File: src/rtl/cpu_pkg.sv
// Shared encodings for the RV64I load/store/ALU control unit.
// Opcodes, ALU codes, mux selects, FSM states and the decoded control bundle.
package cpu_pkg;

   localparam logic [6:0] OPC_LOAD  = 7'b0000011;
   localparam logic [6:0] OPC_STORE = 7'b0100011;
   localparam logic [6:0] OPC_OP    = 7'b0110011;

   localparam logic [2:0] F3_D      = 3'b011;
   localparam logic [2:0] F3_ADD    = 3'b000;

   localparam logic [6:0] F7_ADD    = 7'b0000000;
   localparam logic [6:0] F7_SUB    = 7'b0100000;

   localparam logic [2:0] ALU_ADD   = 3'b000;
   localparam logic [2:0] ALU_SUB   = 3'b001;

   localparam logic MUX0_RF_A = 1'b0;
   localparam logic MUX0_RF_B = 1'b1;
   localparam logic MUX1_IMM  = 1'b0;
   localparam logic MUX1_RF_B = 1'b1;
   localparam logic MUX2_ALU  = 1'b0;
   localparam logic MUX2_DMEM = 1'b1;

   typedef enum logic [2:0] {
      S_IDLE,
      S_DECODE,
      S_EXEC,
      S_MEM,
      S_WB,
      S_TRAP
   } state_t;

   typedef enum logic [2:0] {
      OP_BAD,
      OP_LD,
      OP_SD,
      OP_ADD,
      OP_SUB
   } op_t;

   typedef enum logic [1:0] {
      IMM_ZERO,
      IMM_I,
      IMM_S
   } imm_fmt_t;

   typedef struct packed {
      logic [4:0] addr_a;
      logic [4:0] addr_b;
      logic [4:0] wr_addr;
      logic       mux_0;
      logic       mux_1;
      logic       mux_2;
      logic [2:0] alu;
   } ctrl_t;

   function automatic op_t classify(input logic [31:0] ir);
      op_t  op;
      logic is_ld;
      logic is_sd;
      logic is_add;
      logic is_sub;
      is_ld  = (ir[6:0] == OPC_LOAD) && (ir[14:12] == F3_D);
      is_sd  = (ir[6:0] == OPC_STORE) && (ir[14:12] == F3_D);
      is_add = (ir[6:0] == OPC_OP) && (ir[14:12] == F3_ADD)
               && (ir[31:25] == F7_ADD);
      is_sub = (ir[6:0] == OPC_OP) && (ir[14:12] == F3_ADD)
               && (ir[31:25] == F7_SUB);
      op = OP_BAD;
      unique case (1'b1)
         is_ld:   op = OP_LD;
         is_sd:   op = OP_SD;
         is_add:  op = OP_ADD;
         is_sub:  op = OP_SUB;
         default: op = OP_BAD;
      endcase
      return op;
   endfunction

   function automatic imm_fmt_t fmt_of(input op_t op);
      imm_fmt_t f;
      f = IMM_ZERO;
      if (op == OP_LD) f = IMM_I;
      if (op == OP_SD) f = IMM_S;
      return f;
   endfunction

endpackage

File: src/rtl/control_unit_if.sv
// Instruction handshake and datapath control bundle of the control unit.
// slave is the control unit, master is the fetch/datapath side.
interface control_unit_if #(
   parameter int WORDSIZE = 64
);
   logic [31:0]         cu_instr;
   logic                cu_instr_valid;
   logic                cu_instr_ready;
   logic [4:0]          cu_rf_addr_a;
   logic [4:0]          cu_rf_addr_b;
   logic [4:0]          cu_rf_write_addr;
   logic                cu_rf_write_en;
   logic [WORDSIZE-1:0] cu_immediate;
   logic                cu_mux_0_sel;
   logic                cu_mux_1_sel;
   logic                cu_mux_2_sel;
   logic [2:0]          cu_alu_operation;
   logic                cu_dm_write_en;
   logic                cu_done;
   logic                cu_illegal;

   modport master (
      output cu_instr, cu_instr_valid,
      input  cu_instr_ready, cu_rf_addr_a, cu_rf_addr_b,
      input  cu_rf_write_addr, cu_rf_write_en, cu_immediate,
      input  cu_mux_0_sel, cu_mux_1_sel, cu_mux_2_sel,
      input  cu_alu_operation, cu_dm_write_en, cu_done, cu_illegal
   );

   modport slave (
      input  cu_instr, cu_instr_valid,
      output cu_instr_ready, cu_rf_addr_a, cu_rf_addr_b,
      output cu_rf_write_addr, cu_rf_write_en, cu_immediate,
      output cu_mux_0_sel, cu_mux_1_sel, cu_mux_2_sel,
      output cu_alu_operation, cu_dm_write_en, cu_done, cu_illegal
   );
endinterface

File: src/rtl/imm_gen.sv
// Immediate former: picks the I or S field and sign-extends bit 11.
// Purely combinational; the zero format is used for register-register ops.
module imm_gen
   import cpu_pkg::*;
#(
   parameter int WORDSIZE = 64
) (
   input  logic [31:0]         ir,
   input  imm_fmt_t            fmt,
   output logic [WORDSIZE-1:0] imm
);

   logic [11:0] raw;
   logic        unused_ir;

   assign unused_ir = ^{ir[19:12], ir[6:0]};

   // select the 12-bit field, then replicate its sign bit upward
   always_comb begin
      raw = '0;
      unique case (fmt)
         IMM_I:   raw = ir[31:20];
         IMM_S:   raw = {ir[31:25], ir[11:7]};
         default: raw = '0;
      endcase
      imm = {{(WORDSIZE-12){raw[11]}}, raw};
   end

endmodule

File: src/rtl/control_unit.sv
// Multi-cycle control unit for RV64I ld, sd, add and sub.
// Control outputs are registered at accept and held for the whole instruction.
module control_unit
   import cpu_pkg::*;
#(
   parameter int WORDSIZE = 64
) (
   input logic           cu_clk,
   input logic           cu_rst_n,
   control_unit_if.slave bus
);

   state_t              state_q;
   state_t              state_d;
   logic [31:0]         ir_q;
   op_t                 op_q;
   op_t                 op_in;
   op_t                 op_ir;
   imm_fmt_t            fmt_in;
   ctrl_t               ctrl_q;
   ctrl_t               ctrl_in;
   logic [WORDSIZE-1:0] imm_q;
   logic [WORDSIZE-1:0] imm_in;
   logic                accept;
   logic                ready_c;
   logic                rf_we_c;
   logic                dm_we_c;
   logic                done_c;
   logic                illegal_c;
   logic                unused_ir;

   assign op_in     = classify(bus.cu_instr);
   assign op_ir     = classify(ir_q);
   assign fmt_in    = fmt_of(op_in);
   assign accept    = (state_q == S_IDLE) && bus.cu_instr_valid;
   assign unused_ir = ^{ir_q[24:15], ir_q[11:7]};

   imm_gen #(
      .WORDSIZE(WORDSIZE)
   ) u_imm_gen (
      .ir  (bus.cu_instr),
      .fmt (fmt_in),
      .imm (imm_in)
   );

   // map the incoming word onto register addresses, selects and ALU op
   always_comb begin
      ctrl_in = '0;
      unique case (op_in)
         OP_LD: begin
            ctrl_in.addr_a  = bus.cu_instr[19:15];
            ctrl_in.addr_b  = bus.cu_instr[19:15];
            ctrl_in.wr_addr = bus.cu_instr[11:7];
            ctrl_in.mux_0   = MUX0_RF_A;
            ctrl_in.mux_1   = MUX1_IMM;
            ctrl_in.mux_2   = MUX2_DMEM;
            ctrl_in.alu     = ALU_ADD;
         end
         OP_SD: begin
            ctrl_in.addr_a  = bus.cu_instr[24:20];
            ctrl_in.addr_b  = bus.cu_instr[19:15];
            ctrl_in.mux_0   = MUX0_RF_B;
            ctrl_in.mux_1   = MUX1_IMM;
            ctrl_in.mux_2   = MUX2_ALU;
            ctrl_in.alu     = ALU_ADD;
         end
         OP_ADD, OP_SUB: begin
            ctrl_in.addr_a  = bus.cu_instr[19:15];
            ctrl_in.addr_b  = bus.cu_instr[24:20];
            ctrl_in.wr_addr = bus.cu_instr[11:7];
            ctrl_in.mux_0   = MUX0_RF_A;
            ctrl_in.mux_1   = MUX1_RF_B;
            ctrl_in.mux_2   = MUX2_ALU;
            ctrl_in.alu     = (op_in == OP_SUB) ? ALU_SUB : ALU_ADD;
         end
         default: ctrl_in = '0;
      endcase
   end

   // capture the control bundle on accept so it is stable from DECODE on
   always_ff @(posedge cu_clk) begin
      if (!cu_rst_n) begin
         ctrl_q <= '0;
         imm_q  <= '0;
      end else if (accept) begin
         ctrl_q <= ctrl_in;
         imm_q  <= imm_in;
      end
   end

   // state register, instruction register and the class found in DECODE
   always_ff @(posedge cu_clk) begin
      if (!cu_rst_n) begin
         state_q <= S_IDLE;
         ir_q    <= '0;
         op_q    <= OP_BAD;
      end else begin
         state_q <= state_d;
         if (accept) ir_q <= bus.cu_instr;
         if (state_q == S_DECODE) op_q <= op_ir;
      end
   end

   // next state and per-state strobes; enables only in MEM or WB
   always_comb begin
      state_d   = state_q;
      ready_c   = 1'b0;
      rf_we_c   = 1'b0;
      dm_we_c   = 1'b0;
      done_c    = 1'b0;
      illegal_c = 1'b0;
      unique case (state_q)
         S_IDLE: begin
            ready_c = 1'b1;
            if (bus.cu_instr_valid) state_d = S_DECODE;
         end
         S_DECODE: begin
            state_d = (op_ir == OP_BAD) ? S_TRAP : S_EXEC;
         end
         S_EXEC: begin
            if (op_q == OP_LD || op_q == OP_SD) state_d = S_MEM;
            else state_d = S_WB;
         end
         S_MEM: begin
            if (op_q == OP_SD) begin
               dm_we_c = 1'b1;
               done_c  = 1'b1;
               state_d = S_IDLE;
            end else begin
               state_d = S_WB;
            end
         end
         S_WB: begin
            rf_we_c = (ctrl_q.wr_addr != 5'd0);
            done_c  = 1'b1;
            state_d = S_IDLE;
         end
         S_TRAP: begin
            illegal_c = 1'b1;
            state_d   = S_IDLE;
         end
         default: state_d = S_IDLE;
      endcase
   end

   assign bus.cu_instr_ready   = ready_c;
   assign bus.cu_rf_write_en   = rf_we_c;
   assign bus.cu_dm_write_en   = dm_we_c;
   assign bus.cu_done          = done_c;
   assign bus.cu_illegal       = illegal_c;
   assign bus.cu_rf_addr_a     = ctrl_q.addr_a;
   assign bus.cu_rf_addr_b     = ctrl_q.addr_b;
   assign bus.cu_rf_write_addr = ctrl_q.wr_addr;
   assign bus.cu_mux_0_sel     = ctrl_q.mux_0;
   assign bus.cu_mux_1_sel     = ctrl_q.mux_1;
   assign bus.cu_mux_2_sel     = ctrl_q.mux_2;
   assign bus.cu_alu_operation = ctrl_q.alu;
   assign bus.cu_immediate     = imm_q;

endmodule

File: src/flat_wrapper.sv
// flat-port wrapper written by rule: the top's interface ports become plain ports
module control_unit_flat import cpu_pkg::*;
#(
   parameter int WORDSIZE = 64
)
  (cu_clk, cu_rst_n, bus_cu_instr, bus_cu_instr_valid, bus_cu_instr_ready, bus_cu_rf_addr_a, bus_cu_rf_addr_b, bus_cu_rf_write_addr, bus_cu_rf_write_en, bus_cu_immediate, bus_cu_mux_0_sel, bus_cu_mux_1_sel, bus_cu_mux_2_sel, bus_cu_alu_operation, bus_cu_dm_write_en, bus_cu_done, bus_cu_illegal);
  control_unit_if #(.WORDSIZE(WORDSIZE)) bus_i ();
  input logic cu_clk;
  input logic cu_rst_n;
  input wire logic [$bits(bus_i.cu_instr)-1:0] bus_cu_instr;
  input wire logic [$bits(bus_i.cu_instr_valid)-1:0] bus_cu_instr_valid;
  output wire logic [$bits(bus_i.cu_instr_ready)-1:0] bus_cu_instr_ready;
  output wire logic [$bits(bus_i.cu_rf_addr_a)-1:0] bus_cu_rf_addr_a;
  output wire logic [$bits(bus_i.cu_rf_addr_b)-1:0] bus_cu_rf_addr_b;
  output wire logic [$bits(bus_i.cu_rf_write_addr)-1:0] bus_cu_rf_write_addr;
  output wire logic [$bits(bus_i.cu_rf_write_en)-1:0] bus_cu_rf_write_en;
  output wire logic [$bits(bus_i.cu_immediate)-1:0] bus_cu_immediate;
  output wire logic [$bits(bus_i.cu_mux_0_sel)-1:0] bus_cu_mux_0_sel;
  output wire logic [$bits(bus_i.cu_mux_1_sel)-1:0] bus_cu_mux_1_sel;
  output wire logic [$bits(bus_i.cu_mux_2_sel)-1:0] bus_cu_mux_2_sel;
  output wire logic [$bits(bus_i.cu_alu_operation)-1:0] bus_cu_alu_operation;
  output wire logic [$bits(bus_i.cu_dm_write_en)-1:0] bus_cu_dm_write_en;
  output wire logic [$bits(bus_i.cu_done)-1:0] bus_cu_done;
  output wire logic [$bits(bus_i.cu_illegal)-1:0] bus_cu_illegal;
  assign bus_i.cu_instr = bus_cu_instr;
  assign bus_i.cu_instr_valid = bus_cu_instr_valid;
  assign bus_cu_instr_ready = bus_i.cu_instr_ready;
  assign bus_cu_rf_addr_a = bus_i.cu_rf_addr_a;
  assign bus_cu_rf_addr_b = bus_i.cu_rf_addr_b;
  assign bus_cu_rf_write_addr = bus_i.cu_rf_write_addr;
  assign bus_cu_rf_write_en = bus_i.cu_rf_write_en;
  assign bus_cu_immediate = bus_i.cu_immediate;
  assign bus_cu_mux_0_sel = bus_i.cu_mux_0_sel;
  assign bus_cu_mux_1_sel = bus_i.cu_mux_1_sel;
  assign bus_cu_mux_2_sel = bus_i.cu_mux_2_sel;
  assign bus_cu_alu_operation = bus_i.cu_alu_operation;
  assign bus_cu_dm_write_en = bus_i.cu_dm_write_en;
  assign bus_cu_done = bus_i.cu_done;
  assign bus_cu_illegal = bus_i.cu_illegal;
  control_unit #(.WORDSIZE(WORDSIZE)) u_core (.cu_clk(cu_clk), .cu_rst_n(cu_rst_n), .bus(bus_i));
endmodule
File: config.mk
export PLATFORM = sky130hd
export DESIGN_NAME = control_unit_flat
export DESIGN_NICKNAME = d
export VERILOG_FILES = /design/src/rtl/cpu_pkg.sv /design/src/rtl/control_unit_if.sv /design/src/rtl/imm_gen.sv /design/src/rtl/control_unit.sv /design/src/flat_wrapper.sv
export SDC_FILE = /design/constraint.sdc
export NUM_CORES = 1
export LEC_CHECK = 0
export CAP_MARGIN = 10
export CELL_PAD_IN_SITES_DETAIL_PLACEMENT = 1
export CELL_PAD_IN_SITES_GLOBAL_PLACEMENT = 1
export CORE_MARGIN = 4
export CORE_UTILIZATION = 40
export CTS_BUF_LIST = sky130_fd_sc_hd__clkbuf_8
export DETAILED_ROUTE_END_ITERATION = 8
export GPL_ROUTABILITY_DRIVEN = 0
export GPL_TIMING_DRIVEN = 0
export PLACE_DENSITY = 0.93
export SLEW_MARGIN = 20
export SYNTH_ARGS = -nofsm -noshare
export SYNTH_HDL_FRONTEND = slang
export SYNTH_HIERARCHICAL = 1
export SYNTH_SLANG_ARGS = --single-unit
File: constraint.sdc
create_clock -name cu_clk -period 8.7 [get_ports cu_clk]
set_clock_uncertainty 0.15 [all_clocks]
set_input_delay 0.87 -clock cu_clk [delete_from_list [all_inputs] [get_ports cu_clk]]
set_output_delay 0.87 -clock cu_clk [all_outputs]
set_load 0.01 [all_outputs]
# Word level (Yosys, flattened, before mapping)
# Cells that the tools add are included.
[totals]
output_inout_bits = 90
reg_bits = 71
elab_cells = 76
in_bits = 35
[op_classes]
reduce_logical = 21
eq_ne = 24
n_mux = 20
[op_table]
columns = ["cell", "n"]
rows = [
  ["equality test 7 x 6 -> 1 bit, second input constant", 6],
  ["case mux 3 bit (4 select lines)", 3],
  ["case mux 10 bit (3 select lines)", 1],
  ["case mux 12 bit (2 select lines)", 1],
  ["equality test 3 x 2 -> 1 bit, second input constant", 7],
  ["case mux 6 bit (3 select lines)", 1],
  ["equality test 7 x 2 -> 1 bit, second input constant", 2],
  ["zero test 7 bit", 2],
  ["zero test 3 bit", 4],
  ["2-to-1 mux 3 bit", 4],
  ["logical AND 1 bit", 11],
  ["equality test 3 x 1 -> 1 bit, second input constant", 3],
  ["equality test 3 bit, second input constant", 3],
  ["2-to-1 mux 1 bit", 7],
  ["2-to-1 mux 5 bit", 1],
  ["nonzero test 5 bit", 1],
  ["OR reduction 3 bit", 1],
  ["equality test 2 x 1 -> 1 bit, second input constant", 1],
  ["equality test 2 bit, second input constant", 1],
  ["2-to-1 mux 2 bit", 1],
  ["!= test 2 bit, second input constant", 1],
  ["case mux 1 bit (2 select lines)", 1],
  ["OR reduction 2 bit", 1],
  ["logical OR 1 bit", 1],
]

# Logic depth before layout (Yosys ltp)
# Gate-level depths: netlist of the first run.
[logic_depth]
word_depth = 9
mapped_depth = 10
ltp_nobuf = 8

# Modules after synthesis
# The synthesis of the first run kept the hierarchy.
[modules_own_cells]
columns = ["module", "instances", "seq_area_each_um2", "area_per_inst_um2", "cells_per_inst"]
rows = [
  ["control_unit", 1, 2122.0, 4340.4, 513],
  ["imm_gen", 1, 0.0, 541.8, 74],
]

# Worst setup path before layout of the first run
# Ideal clock, no wire load.
[synth_timing]
kind = "input to register"
start = "input bus_cu_instr[14]"
end = "register u_core/bus.cu_immediate[36] (netlist name)"
required_ns = 8.474
setup_time_ns = 0.076
slack_ns = 4.714
t_arrival_ns = 3.761
n_path_buf = 2
cell_stages = 10
path_cell_list = "nand4bb_1 > nor4_1 > buf_2 > inv_1 > ha_1 > o21ba_4 > and2_1 > buf_4 > nand2_1 > a21boi_0"
[synth_via]
elab_chain_cells = 9
word_cells_on_any_way = 15
cone_classes = "eq/ne: 5; mux: 4; reduce/logical: 6"
[synth_lines]
columns = ["item", "line_no", "source"]
rows = [
  ["start: declaration", "flat_wrapper.sv:10", "input wire logic [$bits(bus_i.cu_instr)-1:0] bus_cu_instr;"],
  ["zero test 3 bit", "cpu_pkg.sv:66, cpu_pkg.sv:68", ""],
  ["logical AND 1 bit", "cpu_pkg.sv:66, cpu_pkg.sv:68", ""],
  ["logical AND 1 bit, on equally long branches", "cpu_pkg.sv:69, cpu_pkg.sv:67", ""],
  ["case mux 3 bit (4 select lines) (*)", "cpu_pkg.sv:71", "unique case (1'b1)"],
  ["equality test 3 x 1 -> 1 bit", "cpu_pkg.sv:84", "if (op == OP_LD) f = IMM_I;"],
  ["2-to-1 mux 1 bit", "cpu_pkg.sv:84", ""],
  ["2-to-1 mux 2 bit (*)", "cpu_pkg.sv:85", "if (op == OP_SD) f = IMM_S;"],
  ["net u_core.fmt_in[0]", "control_unit.sv:19", "imm_fmt_t fmt_in;"],
  ["equality test 2 bit / equality test 2 x 1 -> 1 bit (equally long branches)", "imm_gen.sv:21", "unique case (fmt)"],
  ["case mux 12 bit (2 select lines) (*)", "imm_gen.sv:21", ""],
  ["net u_core.imm_in[11]", "control_unit.sv:23", "logic [WORDSIZE-1:0] imm_in;"],
]
# Mark *: on every way through the listed nets, which the timed path passes. The rest lies on a longest branch.
# A chain may end at the register's enable or synchronous reset.

# Worst setup path after layout of the first run
[layout_timing]
start = "input bus_cu_instr[12]"
end = "register u_core/bus.cu_immediate[38] (netlist name)"
[layout_via]
word_cells_on_any_way = 15
cone_classes = "eq/ne: 5; mux: 4; reduce/logical: 6"
[layout_lines]
columns = ["item", "line_no"]
rows = [
  ["zero test 3 bit", "cpu_pkg.sv:66, cpu_pkg.sv:68"],
  ["logical AND 1 bit", "cpu_pkg.sv:66, cpu_pkg.sv:68"],
  ["logical AND 1 bit, on equally long branches", "cpu_pkg.sv:69, cpu_pkg.sv:67"],
  ["case mux 3 bit (4 select lines) (*)", "cpu_pkg.sv:71"],
  ["equality test 3 x 2 -> 1 bit (*)", "cpu_pkg.sv:85"],
  ["2-to-1 mux 2 bit (*)", "cpu_pkg.sv:85"],
  ["net u_core.fmt_in[1]", "control_unit.sv:19"],
  ["equality test 2 bit / equality test 2 x 1 -> 1 bit (equally long branches)", "imm_gen.sv:21"],
  ["case mux 12 bit (2 select lines) (*)", "imm_gen.sv:21"],
  ["net u_core.imm_in[11]", "control_unit.sv:23"],
]
# Marks and branches as above.

==> results of run 1 <==
-- per-stage QoR --
stage                     power (mW)  worst slack [ns]  hold slack [ns]
after floorplan                0.623              4.71            0.293
after global placement         0.692              3.43            0.299
after detailed placement       0.700              4.10            0.307
after CTS                      0.997              4.45            0.322
after global routing            1.04              4.26            0.349
final                          0.988              4.45            0.323
-- power by group through the flow --
stage	registers, mW	logic [mW]	clock network [mW]
2_1_floorplan	0.522	0.101	0
3_3_place_gp	0.523	0.169	0
3_5_place_dp	0.524	0.176	0
4_1_cts	0.513	0.177	0.307
5_1_grt	0.516	0.193	0.329
6_report	0.513	0.176	0.299
-- placed cells by master, fill, tap and decap left out, types with 2 or more instances in the layout --
master / n
nand2_1: 177
clkdlybuf4s50_1: 122
dfxtp_1: 106
a21boi_0: 85
buf_4: 54
clkbuf_1: 21
a22oi_1: 16
nor2_1: 15
buf_2: 14
clkbuf_8: 13
o21ai_0: 13
nand3_1: 9
inv_1: 7
and2_1: 7
a221oi_1: 6
a21oi_1: 5
o211ai_1: 5
a21boi_1: 5
nor3_1: 4
nor4_1: 3
or3_1: 3
clkinv_2: 2
nand4bb_4: 2
nor3b_1: 2
nor2b_1: 2
nor4_4: 2
a31oi_1: 2
conb_1: 2
ha_1: 2
-- flip-flops by register name, summed over array words and instances, names as in the netlist --
register	flops
u_core/op_q	3
u_core/bus.cu_mux_0_sel	1
u_core/bus.cu_mux_2_sel	1
u_core/bus.cu_rf_write_addr	5
u_core/bus.cu_mux_1_sel	1
u_core/bus.cu_rf_addr_b	5
u_core/state_q	3
u_core/bus.cu_rf_addr_a	5
u_core/ir_q	17
u_core/bus.cu_alu_operation	1
u_core/bus.cu_immediate	64
-- worst min-delay path: stages, from the launching register on --
cell and delay, ns:
dfxtp_1 0.32, nand2_1 0.05, a21boi_0 0.06
-- Yosys cell counts (all sizes together), types with 3 or more instances --
master,number
nand3,9
nor4,6
nor2,15
clkbuf,21
a221oi,6
nand2,177
or3,3
a21boi,90
inv,7
buf,68
a22oi,16
dfxtp,106
nor3,4
a21oi,5
and2,9
o211ai,5
nand4bb,3
o21ai,13
-- final cells by class --
type | count | area share
multi-input combinational | 386 | 0.336
sequential | 106 | 0.326
timing repair buffer | 123 | 0.192
buffer | 89 | 0.0852
tap | 147 | 0.0283
clock buffer | 13 | 0.0275
inverter | 7 | 0.00404
clock inverter | 2 | 0.00154
-- worst paths after layout --
kind	from	endpoint	slack (ns)	depth (start not counted)
setup / recovery	bus_cu_instr[12]	u_core/bus.cu_immediate[38]	4.45	10
hold / removal	u_core/bus.cu_immediate[21]	u_core/bus.cu_immediate[21]	0.32	2
setup reg to reg	u_core/state_q[2]	u_core/bus.cu_rf_addr_a[4]	6.45	6
hold reg to reg	u_core/bus.cu_immediate[21]	u_core/bus.cu_immediate[21]	0.32	2
-- kinds of logic (layout without fill, tap and decap cells) --
| logic type | Yosys count | after routing | share of synthesized area |
|---|---|---|---|
| other | 1 | 2 | 0.000768 |
| and+or+nand+nor | 239 | 239 | 0.226 |
| adders and majority gates | 2 | 2 | 0.00512 |
| buffers and inverters | 96 | 234 | 0.119 |
| AOI/OAI and AO/OA | 142 | 142 | 0.213 |
| DFF | 106 | 106 | 0.435 |
| xor gates and xnor gates | 1 | 1 | 0.00179 |
-- routing by layer --
layer,global-route usage,vias up,share of wire
met5,0,-,0
met4,0.0782,0,0.022
met3,0.0435,23,0.047
met2,0.394,121,0.51
met1,0.265,2164,0.42
li1,-,2179,-
==> results.sh, run 1 <==
export IMPL_status="finished, final reports clean"
export IMPL_drv_cap=0
export IMPL_dieWidth_microns=118
export IMPL_post_cts_resized=0
export IMPL_cts_root_buf="clkbuf_8"
export IMPL_die_h_microns=118
export IMPL_leakagePower_nw=2.28
export IMPL_start_kind="primary input"
export IMPL_ys_types=44
export IMPL_p_comb_frac=0.178
export IMPL_pwr_share_seq=0.519
export IMPL_finalNonFillerCells=873
export IMPL_crit_arrival_ns=4.39
export IMPL_multi_input_area_sq_um=2180
export IMPL_cts_setup_buffers=0
export IMPL_final_util=0.544
export IMPL_critical_path_required_ns=8.84
export IMPL_internal_power_mw=0.698
export IMPL_fin_crit_ns=4.25
export IMPL_hold_path_class="flop to flop"
export IMPL_power_frac_clock=0.303
export IMPL_power_switching_mw=0.289
export IMPL_io_buffers=122
export IMPL_viasPerCell=5.14
export IMPL_area_growth_pct=33.3
export IMPL_clk_latency_ns=0.38
export IMPL_synth_edf_count=0
export IMPL_drcViolationCount=0
export IMPL_synth_seq_area_share=0.435
export IMPL_path_buf_inv=3
export IMPL_crit_slowest_cell="nor4_2"
export IMPL_start_util=0.408
export IMPL_tritoncts="done"
export IMPL_fill_cells=1462
export IMPL_max_clock_path_buffers=2
export IMPL_drv_slew=0
export IMPL_ir_drop_v=0.0000634
export IMPL_end_kind="flop"
export IMPL_synthTopCellsByArea="dfxtp_1 (43%), nand2_1 (14%), a21boi_0 (13%), buf_4 (8.3%), a22oi_1 (2.5%)"
export IMPL_dp_hpwl_mm=11.9
export IMPL_grt_max_degree=33
export IMPL_finalNetCount=759
export IMPL_relSlewSlack=0.358
export IMPL_grt_pass1_wl_mm=24.9
export IMPL_power_density_nw_per_um2=152
export IMPL_dp_cells=858
export IMPL_cts_hold_buf=0
export IMPL_ys_warn_count=6
export IMPL_max_clock_freq_mhz=235
export IMPL_grt_overflow_total=0
export IMPL_worst_path_largest_cell_delay_ns=0.84
export IMPL_n_antenna_cell=0
export IMPL_placed_area_sq_um=6320
export IMPL_first_global_vias=4747
export IMPL_rsz0062_at_grt="no"
export IMPL_vias=4487
export IMPL_first_pass_iters=4
export IMPL_hold_violations=0
export IMPL_core_area_sq_um=12000
export IMPL_synth_ff_type="dfxtp_1"
export IMPL_grt_use_total=0.221
export IMPL_rows=40
export IMPL_grt_antenna_before_repair=0
export IMPL_cts_reportedPaths_clkPinSlew_ns=0.09
export IMPL_setup_viol=0
export IMPL_numCtsBuffers=9
export IMPL_design_area_sq_um=6510
export IMPL_drtIter0Drc=261
export IMPL_drive_above_1_share=0.131
export IMPL_post_route_period_util=0.489
export IMPL_syn_inst=587
export IMPL_crit_chain="clkdlybuf4s50_1, nand4bb_1, nor4_2, ha_1, o21ba_4, and2_2, buf_16, buf_4, nand2_1, a21boi_0"
export IMPL_syn_area_sq_um=4880
export IMPL_die_area_sq_um=14000
export IMPL_synthArstFlopShare=0
export IMPL_syn_area_per_cell_sq_um=8.32
export IMPL_postRouteAntennaNets=0
export IMPL_clkSinkCount=106
export IMPL_swShare=0.293
export IMPL_setup_tns_ns=0
export IMPL_seqCellArea_sq_um=2120
export IMPL_htreeDepth=3
export IMPL_yosysTopAreaCell="dfxtp_1"
export IMPL_setup_worst_path_class="primary input to flop"
export IMPL_ios=125
export IMPL_wire_per_inst_microns=17.8
export IMPL_synth_top_area_frac=0.435
export IMPL_crit_path_max_fanout=32
export IMPL_ys_seq_elements=106
export IMPL_wirelength_mm=15.5
export IMPL_tightestPinTransition_ns=0.956
export IMPL_crit_family="simple AND/OR/NAND/NOR gates"
Power figures use the tool's default switching activity.
==> run 2, diff against run 1 <==
CORE_UTILIZATION = 34   (was 40)
PLACE_DENSITY = 0.84   (was 0.93)
clock period = 3.8 ns   (was 8.7 ns; I/O delays follow)
==> results.sh, run 2 (synthesized netlist as in run 1, its figures left out) <==
export IMPL_status="finished, final reports clean"
export IMPL_wire_per_inst_microns=16.9
export IMPL_max_clock_freq_mhz=284
export IMPL_worstReg2RegStart="u_core/state_q[1]"
export IMPL_drive_above_1_share=0.127
export IMPL_grt_met2_usage=0.320
export IMPL_relSlewSlack=0.386
export IMPL_first_pass_iters=4
export IMPL_final_common_cell="nand2_1"
export IMPL_fin_ws_ns=0.279
export IMPL_start_kind="primary input"
export IMPL_post_route_period_util=0.926
export IMPL_max_clock_path_buffers=2
export IMPL_min_path_cells=2
export IMPL_min_from="u_core/bus.cu_immediate[4]"
export IMPL_crit_arrival_ns=3.67
export IMPL_drv_cap=0
export IMPL_dp_hpwl_mm=11.8
export IMPL_first_global_vias=4584
export IMPL_multi_input_area_sq_um=2190
export IMPL_drtIter0Drc=225
export IMPL_crit_path_max_fanout=30
export IMPL_place_ws_ns=-0.299
export IMPL_grt_pass1_wl_mm=24.5
export IMPL_clk_latency_ns=0.38
export IMPL_layout_common_cells="nand2_1 (177), clkdlybuf4s50_1 (122), dfxtp_1 (106)"
export IMPL_pwr_share_seq=0.502
export IMPL_hold_path_class="flop to flop"
export IMPL_wirelength_mm=15.4
export IMPL_start_util=0.349
export IMPL_critical_path_required_ns=3.95
export IMPL_tightestPinTransition_ns=0.913
export IMPL_setup_tns_ns=0
export IMPL_power_frac_clock=0.326
export IMPL_fill_cells=1692
export IMPL_setup_viol=0
export IMPL_drcViolationCount=0
export IMPL_end_kind="flop"
export IMPL_postRouteAntennaNets=0
export IMPL_grt_use_total=0.190
export IMPL_cts_root_buf="clkbuf_8"
export IMPL_grt_overflow_total=0
export IMPL_die_area_sq_um=16300
export IMPL_setup_worst_path_class="primary input to flop"
export IMPL_leakagePower_nw=2.30
export IMPL_finalNetCount=759
export IMPL_tritoncts="done"
export IMPL_die_h_microns=128
export IMPL_worst_r2r_setup_slack_ns=1.57
export IMPL_power_density_nw_per_um2=356
export IMPL_power_switching_mw=0.664
export IMPL_ios=125
export IMPL_final_util=0.470
export IMPL_drv_slew=0
export IMPL_reg2reg_depth=6
export IMPL_grt_busiest_layer="met2"
export IMPL_clkSinkCount=106
export IMPL_fin_crit_ns=3.52
export IMPL_p_comb_frac=0.172
export IMPL_viasPerCell=4.85
export IMPL_swShare=0.284
export IMPL_largest_reg_flops=64
export IMPL_cts_reportedPaths_clkPinSlew_ns=0.09
export IMPL_numCtsBuffers=9
export IMPL_worstHoldEndpoint="u_core/bus.cu_immediate[4]"
export IMPL_dieWidth_microns=128
export IMPL_met3_usage=0.0588
export IMPL_area_growth_pct=34.7
export IMPL_vias=4402
export IMPL_rsz0062_at_grt="no"
export IMPL_grt_antenna_before_repair=1
export IMPL_rows=43
export IMPL_use_met1=0.239
export IMPL_io_buffers=122
export IMPL_grt_max_degree=31
export IMPL_n_antenna_cell=0
export IMPL_internal_power_mw=1.67
export IMPL_cts_hold_buf=0
export IMPL_seqCellArea_sq_um=2120
export IMPL_r2r_end="u_core/bus.cu_rf_addr_a[0]"
export IMPL_ir_drop_v=0.000159
export IMPL_hold_violations=0
export IMPL_core_area_sq_um=14000
export IMPL_htreeDepth=3
==> run 2: power by group through the flow <==
stage                     Clock (mW)  Combinational (mW)  Sequential [mW]
after detailed placement           0               0.406             1.20
after global routing           0.836               0.448             1.18
final                          0.762               0.403             1.17
after global placement             0               0.391             1.20
after CTS                      0.786               0.408             1.17
after floorplan                    0               0.231             1.20
==> run 2: stage by stage <==
stage / area, sq um / hold WS (ns) / std cells / power, mW
final: 6580 / 0.314 / 907 / 2.34
after detailed placement: 6360 / 0.307 / 891 / 1.61
after global placement: 6330 / 0.299 / 890 / 1.59
after floorplan: 4890 / 0.293 / 588 / 1.43
after global routing: 6580 / 0.353 / 907 / 2.46
after CTS: 6570 / 0.320 / 907 / 2.37
==> run 2: timing repair <==
item                                    CTS  global route
endpoints found under the setup margin    0            29
resized for setup                         0             1
endpoints found under the hold margin     0             0
buffers inserted                          0             0
==> run 2: metal layers <==
layer	vias to the layer above	routed length, microns
met5	-	13
met2	115	7420
li1	2179	-
met3	14	975
met4	2	200
met1	2092	6740
==> run 2: how the worst max path moves through the flow <==
stage	to	slack, ns	from	cells after the start
finish	u_core/bus.cu_immediate[22]	0.28	bus_cu_instr[14]	12
global route	u_core/bus.cu_immediate[16]	0.05	bus_cu_instr[14]	12
global placement	u_core/bus.cu_immediate[45]	-1.03	bus_cu_instr[14]	11
floorplan	u_core/bus.cu_immediate[36]	0.30	bus_cu_instr[14]	10
detailed placement	u_core/bus.cu_immediate[22]	-0.30	bus_cu_instr[14]	12
CTS	u_core/bus.cu_immediate[22]	0.14	bus_cu_instr[14]	12
==> run 2: final cells by class <==
class | count | area share
Clock inverter | 6 | 0.0114
Timing Repair Buffer | 123 | 0.190
Sequential cell | 106 | 0.323
Buffer | 89 | 0.0843
Inverter | 7 | 0.00400
Multi-Input combinational cell | 386 | 0.332
Clock buffer | 10 | 0.0209
Tap cell | 180 | 0.0343
==> run 2: critical path, stage by stage <==
cell and delay [ns]:
clkdlybuf4s50_1 0.45, nand4bb_1 0.30, nor4_1 0.48, buf_2 0.32
inv_1 0.09, ha_1 0.39, o21ba_4 0.30, and2_4 0.36
buf_16 0.22, buf_4 0.13, nand2_1 0.05, a21boi_0 0.19
